==> src/rtl/imm_extend_pipe.sv <==
// Pipelined immediate-extension unit: widens an IN_W immediate to OUT_W in one of
// four modes, with a registered valid/ready output stage backed by a one-entry skid.
module imm_extend_pipe #(
  parameter int IN_W  = 16,
  parameter int OUT_W = 32,
  parameter int SHAMT = 2
) (
  input  logic             clk_i,
  input  logic             rst_i,
  input  logic             valid_i,
  output logic             ready_o,
  input  logic [IN_W-1:0]  data_i,
  input  logic [1:0]       mode_i,
  output logic             valid_o,
  input  logic             ready_i,
  output logic [OUT_W-1:0] data_o,
  output logic             trunc_o
);

  // Returns {trunc, extended_value}. For mode 3 the SHAMT bits that fall off the top,
  // together with the new MSB, are exactly sext[OUT_W-1 : OUT_W-1-SHAMT].
  function automatic logic [OUT_W:0] extend(input logic [IN_W-1:0] d, input logic [1:0] m);
    logic [OUT_W-1:0] zext;
    logic [OUT_W-1:0] sext;
    logic [OUT_W-1:0] res;
    logic [SHAMT:0]   top;
    logic             s;
    logic             trunc;
    s     = d[IN_W-1];
    zext  = OUT_W'(d);
    sext  = OUT_W'($signed(d));
    top   = (SHAMT+1)'(sext >> (OUT_W-1-SHAMT));
    trunc = 1'b0;
    case (m)
      2'd0: res = zext;
      2'd1: res = sext;
      2'd2: res = zext << (OUT_W-IN_W);
      2'd3: begin
        res   = sext << SHAMT;
        trunc = (top != {(SHAMT+1){s}});
      end
      default: res = zext;
    endcase
    return {trunc, res};
  endfunction

  logic [OUT_W:0]   ext_s;
  logic             accept_s;
  logic             xfer_s;
  logic             out_valid_r;
  logic [OUT_W-1:0] out_data_r;
  logic             out_trunc_r;
  logic             skid_valid_r;
  logic [OUT_W-1:0] skid_data_r;
  logic             skid_trunc_r;

  // Input-side extension and handshake qualifiers.
  always_comb begin
    ext_s    = extend(data_i, mode_i);
    accept_s = valid_i & ~skid_valid_r;
    xfer_s   = out_valid_r & ready_i;
  end

  // Output register and skid register; a full skid always drains before new accepts.
  always_ff @(posedge clk_i or negedge rst_i) begin
    if (!rst_i) begin
      out_valid_r  <= 1'b0;
      out_data_r   <= '0;
      out_trunc_r  <= 1'b0;
      skid_valid_r <= 1'b0;
      skid_data_r  <= '0;
      skid_trunc_r <= 1'b0;
    end else if (skid_valid_r) begin
      if (xfer_s) begin
        out_data_r   <= skid_data_r;
        out_trunc_r  <= skid_trunc_r;
        skid_valid_r <= 1'b0;
      end
    end else if (accept_s) begin
      if (!out_valid_r || xfer_s) begin
        out_valid_r <= 1'b1;
        out_data_r  <= ext_s[OUT_W-1:0];
        out_trunc_r <= ext_s[OUT_W];
      end else begin
        skid_valid_r <= 1'b1;
        skid_data_r  <= ext_s[OUT_W-1:0];
        skid_trunc_r <= ext_s[OUT_W];
      end
    end else if (xfer_s) begin
      out_valid_r <= 1'b0;
    end
  end

  assign ready_o = ~skid_valid_r;
  assign valid_o = out_valid_r;
  assign data_o  = out_data_r;
  assign trunc_o = out_trunc_r;

endmodule
==> config.mk <==
export PLATFORM = sky130hd
export DESIGN_NAME = imm_extend_pipe
export DESIGN_NICKNAME = d
export VERILOG_FILES = /design/src/rtl/imm_extend_pipe.sv
export SDC_FILE = /design/constraint.sdc
export NUM_CORES = 1
export LEC_CHECK = 0
export BUFFER_PORTS_ARGS = -buffer_cell sky130_fd_sc_hd__buf_2
export CORE_ASPECT_RATIO = 1.75
export CORE_UTILIZATION = 56
export CTS_BUF_LIST = sky130_fd_sc_hd__clkbuf_16
export CTS_CLUSTER_SIZE = 12
export DETAILED_ROUTE_END_ITERATION = 8
export PLACE_DENSITY = 0.8
export SLEW_MARGIN = 30
export SYNTH_ARGS = -nofsm -noshare
export SYNTH_HDL_FRONTEND = slang
export SYNTH_SLANG_ARGS = --single-unit
export TNS_END_PERCENT = 50
==> constraint.sdc <==
create_clock -name clk_i -period 2.29 [get_ports clk_i]
set_clock_uncertainty 0.2 [all_clocks]
set_input_delay 0.229 -clock clk_i [delete_from_list [all_inputs] [get_ports clk_i]]
set_output_delay 0.229 -clock clk_i [all_outputs]
set_load 0.005 [all_outputs]
# Word level (Yosys, flattened, before mapping)
# Index checks and enable logic that the tools add are counted.
[op_classes]
n_eq_ne = 5
n_mux = 15
bitwise_logic = 4
reduce_logical = 9
[ops]
columns = ["operator", "count"]
rows = [
  ["32-bit two-way mux", 4],
  ["32-bit one-hot mux with 4 select lines", 1],
  ["1-bit two-way mux", 10],
  ["3-bit AND reduction", 3],
  ["2-bit nonzero test", 3],
  ["2-bit equality test (second input constant)", 2],
  ["1-bit bitwise AND", 2],
  ["2-bit by 1-bit equality test with 1-bit output (second input constant)", 1],
  ["2-bit logical NOT", 1],
  ["2-bit by 1-bit != test with 1-bit output (second input constant)", 1],
  ["2-bit != test (second input constant)", 1],
  ["1-bit inverter", 2],
  ["1-bit logical NOT", 1],
  ["1-bit logical OR", 1],
]
[totals]
reg_bits = 67

# Logic depth before layout (Yosys ltp)
# Gate-level depths: netlist of run 1.
[logic_depth]
ltp_word = 5
depth_mapped = 5
mapped_depth_nobuf = 3

# Worst setup path before layout of run 1
# OpenSTA, ideal clock, no wires.
[synth_timing]
path_kind = "register to register"
start = "register skid_valid_r"
end = "register out_data_r[24], in the netlist data_o[24]"
setup_time_ns = 0.095
t_arrival_ns = 1.409
required_ns = 1.995
slack_ns = 0.586
path_stages_with_launch = 6
n_path_buf = 2
synth_period_minus_slack_ns = 1.704
cell_sequence = "dfrtp_1 nor2b_1 or3_1 buf_2 buf_6 o31ai_1"
[synth_between]
elab_chain_cells = 4
[synth_lines]
columns = ["item", "line", "text"]
rows = [
  ["from (decl)", "53", "logic skid_valid_r;"],
  ["from (signal assigned)", "70", "skid_valid_r <= 1'b0;"],
  ["from (signal assigned)", "77", "skid_valid_r <= 1'b0;"],
  ["from (signal assigned)", "85", "skid_valid_r <= 1'b1;"],
  ["1-bit inverter (no source line)", "--", ""],
  ["1-bit bitwise AND", "60", "accept_s = valid_i & ~skid_valid_r;"],
  ["2-bit nonzero test (no source line)", "--", ""],
  ["3-bit AND reduction (no source line)", "--", ""],
  ["to (signal assigned)", "75", "out_data_r <= skid_data_r;"],
  ["to (signal assigned)", "82", "out_data_r <= ext_s[OUT_W-1:0];"],
  ["to (decl)", "51", "logic [OUT_W-1:0] out_data_r;"],
]
# Parallel ways exist; a longest one is shown, timed or not.
# A chain may end at the register's enable or synchronous reset.

# Worst setup path after layout of run 1
[layout_timing]
start = "register skid_valid_r"
end = "register out_data_r[10], in the netlist data_o[10]"
# The elaborated chain is that of the path after synthesis.

==> results of run 1 <==
what timing repair did:
| action | CTS | global route |
|---|---|---|
| endpoints found under the hold margin | 29 | 0 |
| resized for setup | 0 | 0 |
| hold buffers | 2 | 0 |
routing by layer:
layer | vias to the layer above | global-route usage, % | wire [µm]
met4 | 0 | 15.9 | 320
met3 | 27 | 7.21 | 541
met1 | 1408 | 39.3 | 3410
li1 | 1387 | - | -
met5 | - | 0 | 0
met2 | 126 | 48.4 | 4410
power groups by stage:
stage	registers (W)	clock network (W)	logic, W
floorplan	0.00201	0	0.00132
global placement	0.00204	0	0.00194
detailed placement	0.00206	0	0.00200
CTS	0.00204	0.00119	0.00201
global route	0.00211	0.00122	0.00227
finish	0.00204	0.00117	0.00201
kinds of logic after synthesis:
group,synth area share (%)
AO/OA/AOI/OAI,30.9
AND/OR/NAND/NOR,12.0
flip-flops,50.4
buffers and inverters,5.27
multiplexers,1.34
other,0.114
registers in the layout (all words and copies together), names as in the netlist:
name / flops
skid_valid_r: 1
skid_data_r: 32
data_o: 32
valid_o: 1
synth_stat cells, types with 2 or more instances:
cell      number
o21ai_0       35
clkbuf_1      23
nand2_1       35
a21oi_1       31
dfrtp_1       66
nor2b_1       17
a211oi_1      29
buf_1          6
o31ai_1       56
and2_1         2
nor2_1        29
nand2b_1       2
buf_2          6
mux2_2         3
buf_6          2
worst register-to-register path: stages (launching register included):
cell	delay [ns]
dfrtp_1	0.43
nor2b_2	0.27
or3_1	0.54
buf_4	0.28
o31ai_1	0.31
final timing paths:
| check | cells past startpoint | start | slack (ns) | end |
|---|---|---|---|---|
| max reg2reg | 4 | skid_valid_r$_DFF_PN0_ | 0.15 | data_o[10]$_DFFE_PN0P_ |
| min in group asynchronous | 2 | rst_i | 0.30 | skid_data_r[22]$_DFFE_PN0P_ |
| min reg2reg | 2 | skid_data_r[10]$_DFFE_PN0P_ | 0.28 | skid_data_r[10]$_DFFE_PN0P_ |
| min | 2 | valid_i | 0.02 | valid_o$_DFFE_PN0P_ |
| max in group asynchronous | 3 | rst_i | 0.94 | skid_data_r[3]$_DFFE_PN0P_ |
| max | 4 | skid_valid_r$_DFF_PN0_ | 0.15 | data_o[10]$_DFFE_PN0P_ |
cell type report:
class / count / area (µm²) / area share [%]
Clock inverter: 7 / 26.3 / 0.679
Tap cell: 76 / 95.1 / 2.46
Timing Repair Buffer: 70 / 405 / 10.5
Inverter: 1 / 3.75 / 0.0969
Multi-Input combinational cell: 249 / 1470 / 37.8
Clock buffer: 9 / 225 / 5.82
Sequential cell: 66 / 1650 / 42.6
stage by stage:
| stage | instances | setup WS, ns | total power, W | util (%) |
|---|---|---|---|---|
| after global placement | 460 | 0.320 | 0.00398 | 64.5 |
| after global routing | 478 | 0.0159 | 0.00561 | 69.3 |
| after CTS | 478 | 0.180 | 0.00524 | 69.3 |
| after detailed placement | 460 | 0.196 | 0.00406 | 64.5 |
| after floorplan | 354 | 0.586 | 0.00333 | - |
| final | 478 | 0.153 | 0.00522 | 69.3 |
==> impl_metrics.py, run 1 <==
metrics = {
    "critical_path": {
        "critPathCaptureType": "register",
        "cp_slowest_cell": "or3_1",
        "cp_max_fo": 21,
        "cp.required_ns": 2.31,
        "path_class": "register to register",
        "critical-path-max-stage-delay_ns": 0.54,
        "crit_buf_inv": 1,
        "worst_path_dominant_cell_family": "simple AND/OR/NAND/NOR gates",
        "cp.arrival_ns": 2.16,
        "worstSetupStartpointType": "register",
        "timing.critical_path.cells": "nor2b_2, or3_1, buf_4, o31ai_1",
    },
    "layout": {
        "mostFrequentLayoutCell": "dfrtp_1",
        "final_layout_size_suffix_gt1_share_pct": 20.9,
        "finish.net_count": 419,
        "final_area_mm2": 0.00387,
        "layout_common_cells": "66 x dfrtp_1, 56 x o31ai_1, 55 x buf_2, 35 x nand2_1, 35 x o21ai_0",
        "fillers": 480,
        "areaGrowthSynthToFinish_pct": 18.2,
        "antennaDiodeCount": 0,
    },
    "global_routing": {
        "global_route.overflow_total": 0,
        "grt_start_max_net_pins": 39,
        "first_pass_grt_wire_length_mm": 13.8,
        "grt_antenna_before_repair": 0,
        "grt_pass1_vias": 2755,
        "grt_usage_pct": 30.9,
    },
    "pwr": {
        "power.ir.vdd_worst_uv": 672,
        "total_leakage_power_nw": 1.76,
        "power_report.internal_total_w": 0.00326,
        "share_comb_of_total_power_pct": 38.5,
        "power_density_normalized_to_cell_area_mw_per_mm2": 1350,
        "clockPowerShare_pct": 22.3,
        "switchingPower_w": 0.00196,
        "power.sequential.fraction_pct": 39.2,
        "switching_part_of_the_total_power_pct": 37.5,
    },
    "sta": {
        "crit_path_time_final_ns": 2.14,
        "period_share_pct": 93.3,
        "timing.setup.tns_ns": 0,
        "finalMaxSlewViolations": 0,
        "maxSlewHeadroom_pct": 51.7,
        "final.hold.worst_slack_ns": 0.0227,
        "report.final.hold_viol_count": 0,
        "worst_pin_slew_ns": 0.725,
        "max_freq_mhz": 468,
        "timing.final.setup_violations": 0,
        "grt_setup_unrepaired": "no",
    },
    "synthesis": {
        "mean_post_synth_cell_area_um2": 9.26,
        "synthCells": 354,
        "synth_warnings": 0,
        "synth_seq_cells": 66,
        "largest_area_contributor_in_the_netlist": "dfrtp_1",
        "async_flop_share_pct": 100,
        "synth_largest_type_area_fraction_pct": 50.4,
        "synth_enable_flop_cells": 0,
        "mappedNetlistNets": 376,
        "syn-cell-area_mm2": 0.00328,
        "ys_top_cells_by_area": "dfrtp_1 50%, o31ai_1 13%, a211oi_1 6.6%",
        "ys.flop_type": "dfrtp_1",
        "part_of_the_yosys_area_used_for_sequential_elements_pct": 50.4,
        "synthDistinctLibCells": 27,
    },
    "clock_network": {
        "numCtsBuffers": 9,
        "number_of_sinks_handled_by_clock_tree_synthesis": 66,
        "h-tree-depth": 3,
        "worst_skew_pair.late_latency_ns": 0.33,
        "cts-root-buf": "clkbuf_16",
        "clk_path_buf_depth": 2,
        "post-cts-setup-buffers": 0,
        "cts_tree": "yes",
        "clkTransAtPathRegs_ns": 0.05,
    },
    "routing": {
        "drt_pass_1_iters": 4,
        "remaining_drc_errors": 0,
        "vias": 2948,
        "routed_wirelength_mm": 8.68,
        "avgViaCountPerCell": 6.17,
        "wl_per_cell_um": 18.2,
        "drt-initial-drc-count": 141,
        "detail-route-antenna-nets": 0,
    },
    "placement": {
        "dp.final_hpwl_mm": 5.69,
        "dpl-instance-area_mm2": 0.00360,
        "numPortBuffers": 55,
        "gp_routability_congestion": 0.814,
    },
    "floorplanning": {
        "die_height_um": 103,
        "placement_rows": 36,
        "boundaryPins": 57,
        "core_mm2": 0.00559,
        "start_util_pct": 58.7,
        "die-width_um": 59.8,
        "fp.dieArea_mm2": 0.00617,
    },
    "status": {
        "run_status": "completed",
    },
    "min_path": {
        "holdCritPathClass": "primary input to register",
    },
    "job": {
        "maxCapViolCount": 0,
    },
}
(Power assumes the default switching activity.)
==> run 2: changes to the inputs <==
--- a/config.mk
+++ b/config.mk
@@ -7,11 +7,12 @@
 export LEC_CHECK = 0
 export BUFFER_PORTS_ARGS = -buffer_cell sky130_fd_sc_hd__buf_2
 export CORE_ASPECT_RATIO = 1.75
-export CORE_UTILIZATION = 56
+export CORE_UTILIZATION = 30
 export CTS_BUF_LIST = sky130_fd_sc_hd__clkbuf_16
 export CTS_CLUSTER_SIZE = 12
 export DETAILED_ROUTE_END_ITERATION = 8
-export PLACE_DENSITY = 0.8
+export PLACE_DENSITY = 0.48
+export SKIP_LAST_GASP = 1
 export SLEW_MARGIN = 30
 export SYNTH_ARGS = -nofsm -noshare
 export SYNTH_HDL_FRONTEND = slang
==> run 2 against run 1 <==
  * Non-clock buffer count up 5
  * Hold slack gained 0.018 ns
  * Worst setup slack improved by 0.085 ns
  * Critical path depth is the same
  * Combinational power up 3%
  * First-iteration DRC count grew 57%
  * Power is 1.4% higher
  * Sequential share of layout area decreased by 1.2 points
  * Global-route usage shrank 11 points
  * Routed wire length increased by 15%
  * Flip-flop and latch count did not move
  * Critical endpoint is now ready_o
  * Largest cell class unchanged
==> impl_metrics.py, run 2 (synthesized netlist as in run 1, its figures left out) <==
metrics = {
    "global_routing": {
        "grt_usage_pct": 19.5,
        "grt_start_max_net_pins": 49,
        "global_route.overflow_total": 0,
        "grt_pass1_vias": 2918,
        "grt_antenna_before_repair": 0,
        "first_pass_grt_wire_length_mm": 16.5,
    },
    "critical_path": {
        "reg2reg_to": "data_o[18]$_DFFE_PN0P_",
        "reg2regPathDepth": 4,
        "cp_max_fo": 25,
        "worstSetupStartpointType": "register",
        "critPathLaunch": "skid_valid_r$_DFF_PN0_",
        "critPathCaptureType": "output pin",
        "endpoint": "ready_o",
        "cp.required_ns": 1.86,
        "worst_reg_to_reg_setup_slack_ns": 0.35,
        "cp.arrival_ns": 1.62,
        "worst_r2r_startpoint": "valid_o$_DFFE_PN0P_",
        "path_class": "register to output pin",
    },
    "pwr": {
        "power.ir.vdd_worst_uv": 547,
        "total_leakage_power_nw": 1.80,
        "clockPowerShare_pct": 21.8,
        "switchingPower_w": 0.00199,
        "power_density_normalized_to_cell_area_mw_per_mm2": 1330,
        "share_comb_of_total_power_pct": 39.3,
        "power.sequential.fraction_pct": 38.8,
        "switching_part_of_the_total_power_pct": 37.6,
        "power_report.internal_total_w": 0.00330,
    },
    "routing": {
        "drt-initial-drc-count": 222,
        "detail-route-antenna-nets": 0,
        "drt_pass_1_iters": 4,
        "routed_wirelength_mm": 10.0,
        "avgViaCountPerCell": 5.34,
        "remaining_drc_errors": 0,
        "wl_per_cell_um": 18.7,
        "vias": 2855,
    },
    "placement": {
        "dp.final_hpwl_mm": 6.91,
        "numPortBuffers": 55,
        "gp_routability_congestion": 0.783,
    },
    "sta": {
        "worst_pin_slew_ns": 0.711,
        "maxSlewHeadroom_pct": 52.4,
        "period_share_pct": 89.6,
        "grt_setup_unrepaired": "no",
        "final.hold.worst_slack_ns": 0.0410,
        "crit_path_time_final_ns": 2.05,
        "timing.final.setup_violations": 0,
        "timing.setup.tns_ns": 0,
        "finalMaxSlewViolations": 0,
        "report.final.hold_viol_count": 0,
        "max_freq_mhz": 487,
    },
    "clock_network": {
        "worst_skew_pair.late_latency_ns": 0.32,
        "clkTransAtPathRegs_ns": 0.05,
        "h-tree-depth": 3,
        "cts_tree": "yes",
        "number_of_sinks_handled_by_clock_tree_synthesis": 66,
        "numCtsBuffers": 9,
        "post-cts-setup-buffers": 0,
        "cts-root-buf": "clkbuf_16",
        "clk_path_buf_depth": 2,
    },
    "min_path": {
        "holdCritPathClass": "primary input to register",
    },
    "layout": {
        "areaGrowthSynthToFinish_pct": 21.6,
        "fillers": 1118,
        "multiInputGateArea_mm2": 0.00147,
        "layout_common_cells": "66 x dfrtp_1, 56 x o31ai_1, 55 x buf_2, 35 x nand2_1, 35 x o21ai_0",
        "mostFrequentLayoutCell": "dfrtp_1",
        "antennaDiodeCount": 0,
        "finish.net_count": 424,
        "layout.core_utilization_pct": 37.5,
        "sequential_cell_area_mm2": 0.00165,
        "final_layout_size_suffix_gt1_share_pct": 22.2,
    },
    "floorplanning": {
        "core_mm2": 0.0106,
        "die-width_um": 81.0,
        "die_height_um": 140,
        "placement_rows": 50,
        "start_util_pct": 30.8,
        "boundaryPins": 57,
        "fp.dieArea_mm2": 0.0114,
    },
    "status": {
        "run_status": "completed",
    },
    "job": {
        "maxCapViolCount": 0,
    },
}
[run 2: cell types whose count changed in the layout (fill, tap and decap cells not counted)]
| cell | previous run | this run |
|---|---|---|
| nor2b_1 | 15 | 14 |
| buf_12 | 1 | 2 |
| nor2b_2 | 2 | 3 |
| buf_4 | 12 | 16 |
| inv_1 | 1 | 5 |
| clkinv_1 | 7 | 1 |
[run 2: worst max-delay path, cell delays in order, from the launching register on]
cell and delay (ns):
dfrtp_1 0.38, buf_4 0.32, inv_1 0.23, buf_12 0.22, buf_2 0.14
[run 2: cell type report]
| cell class | instances | area share (%) |
|---|---|---|
| clock buffer | 9 | 5.65 |
| inverter | 1 | 0.0942 |
| timing repair buffer | 75 | 11.4 |
| multi-input combinational | 249 | 36.8 |
| clock inverter | 5 | 0.471 |
| tap | 130 | 4.08 |
| sequential | 66 | 41.4 |
[run 2: per-layer routing]
layer,global-route usage (%),up-vias,share of wire [%]
met1,25.8,1399,43
met3,3.65,9,3.9
met4,5.55,0,1.4
met2,32.1,63,52
met5,0,-,0
li1,-,1384,-
[run 2: per-stage QoR]
step | cells | area [µm²] | power [W] | setup WS [ns]
2_1_floorplan | 354 | 3280 | 0.00333 | 0.586
3_3_place_gp | 519 | 3720 | 0.00415 | 0.373
3_5_place_dp | 519 | 3720 | 0.00420 | 0.342
4_1_cts | 535 | 3990 | 0.00537 | 0.230
5_1_grt | 535 | 3990 | 0.00572 | 0.169
6_report | 535 | 3990 | 0.00529 | 0.238
[run 2: power groups by stage]
stage / clock (W) / sequential, W / combinational (W)
after CTS: 0.00119 / 0.00206 / 0.00212
final: 0.00116 / 0.00205 / 0.00208
after global routing: 0.00122 / 0.00212 / 0.00238
after floorplan: 0 / 0.00201 / 0.00132
after detailed placement: 0 / 0.00207 / 0.00212
after global placement: 0 / 0.00206 / 0.00209
[run 2: worst min path at each step]
| stage | from | endpoint | slack [ns] | depth (start not counted) |
|---|---|---|---|---|
| floorplan | rst_i | data_o[0]$_DFFE_PN0P_ | -0.27 | 0 |
| global placement | rst_i | data_o[29]$_DFFE_PN0P_ | 0.05 | 1 |
| detailed placement | rst_i | data_o[29]$_DFFE_PN0P_ | 0.06 | 1 |
| CTS | valid_i | valid_o$_DFFE_PN0P_ | 0.03 | 2 |
| global route | valid_i | valid_o$_DFFE_PN0P_ | 0.05 | 2 |
| finish | data_i[0] | skid_data_r[0]$_DFFE_PN0P_ | 0.04 | 3 |
[run 2: repair_timing]
item | in CTS | in global routing
hold buffers | 2 | 0
hold endpoints to repair | 19 | 0
resized for setup | 0 | 0
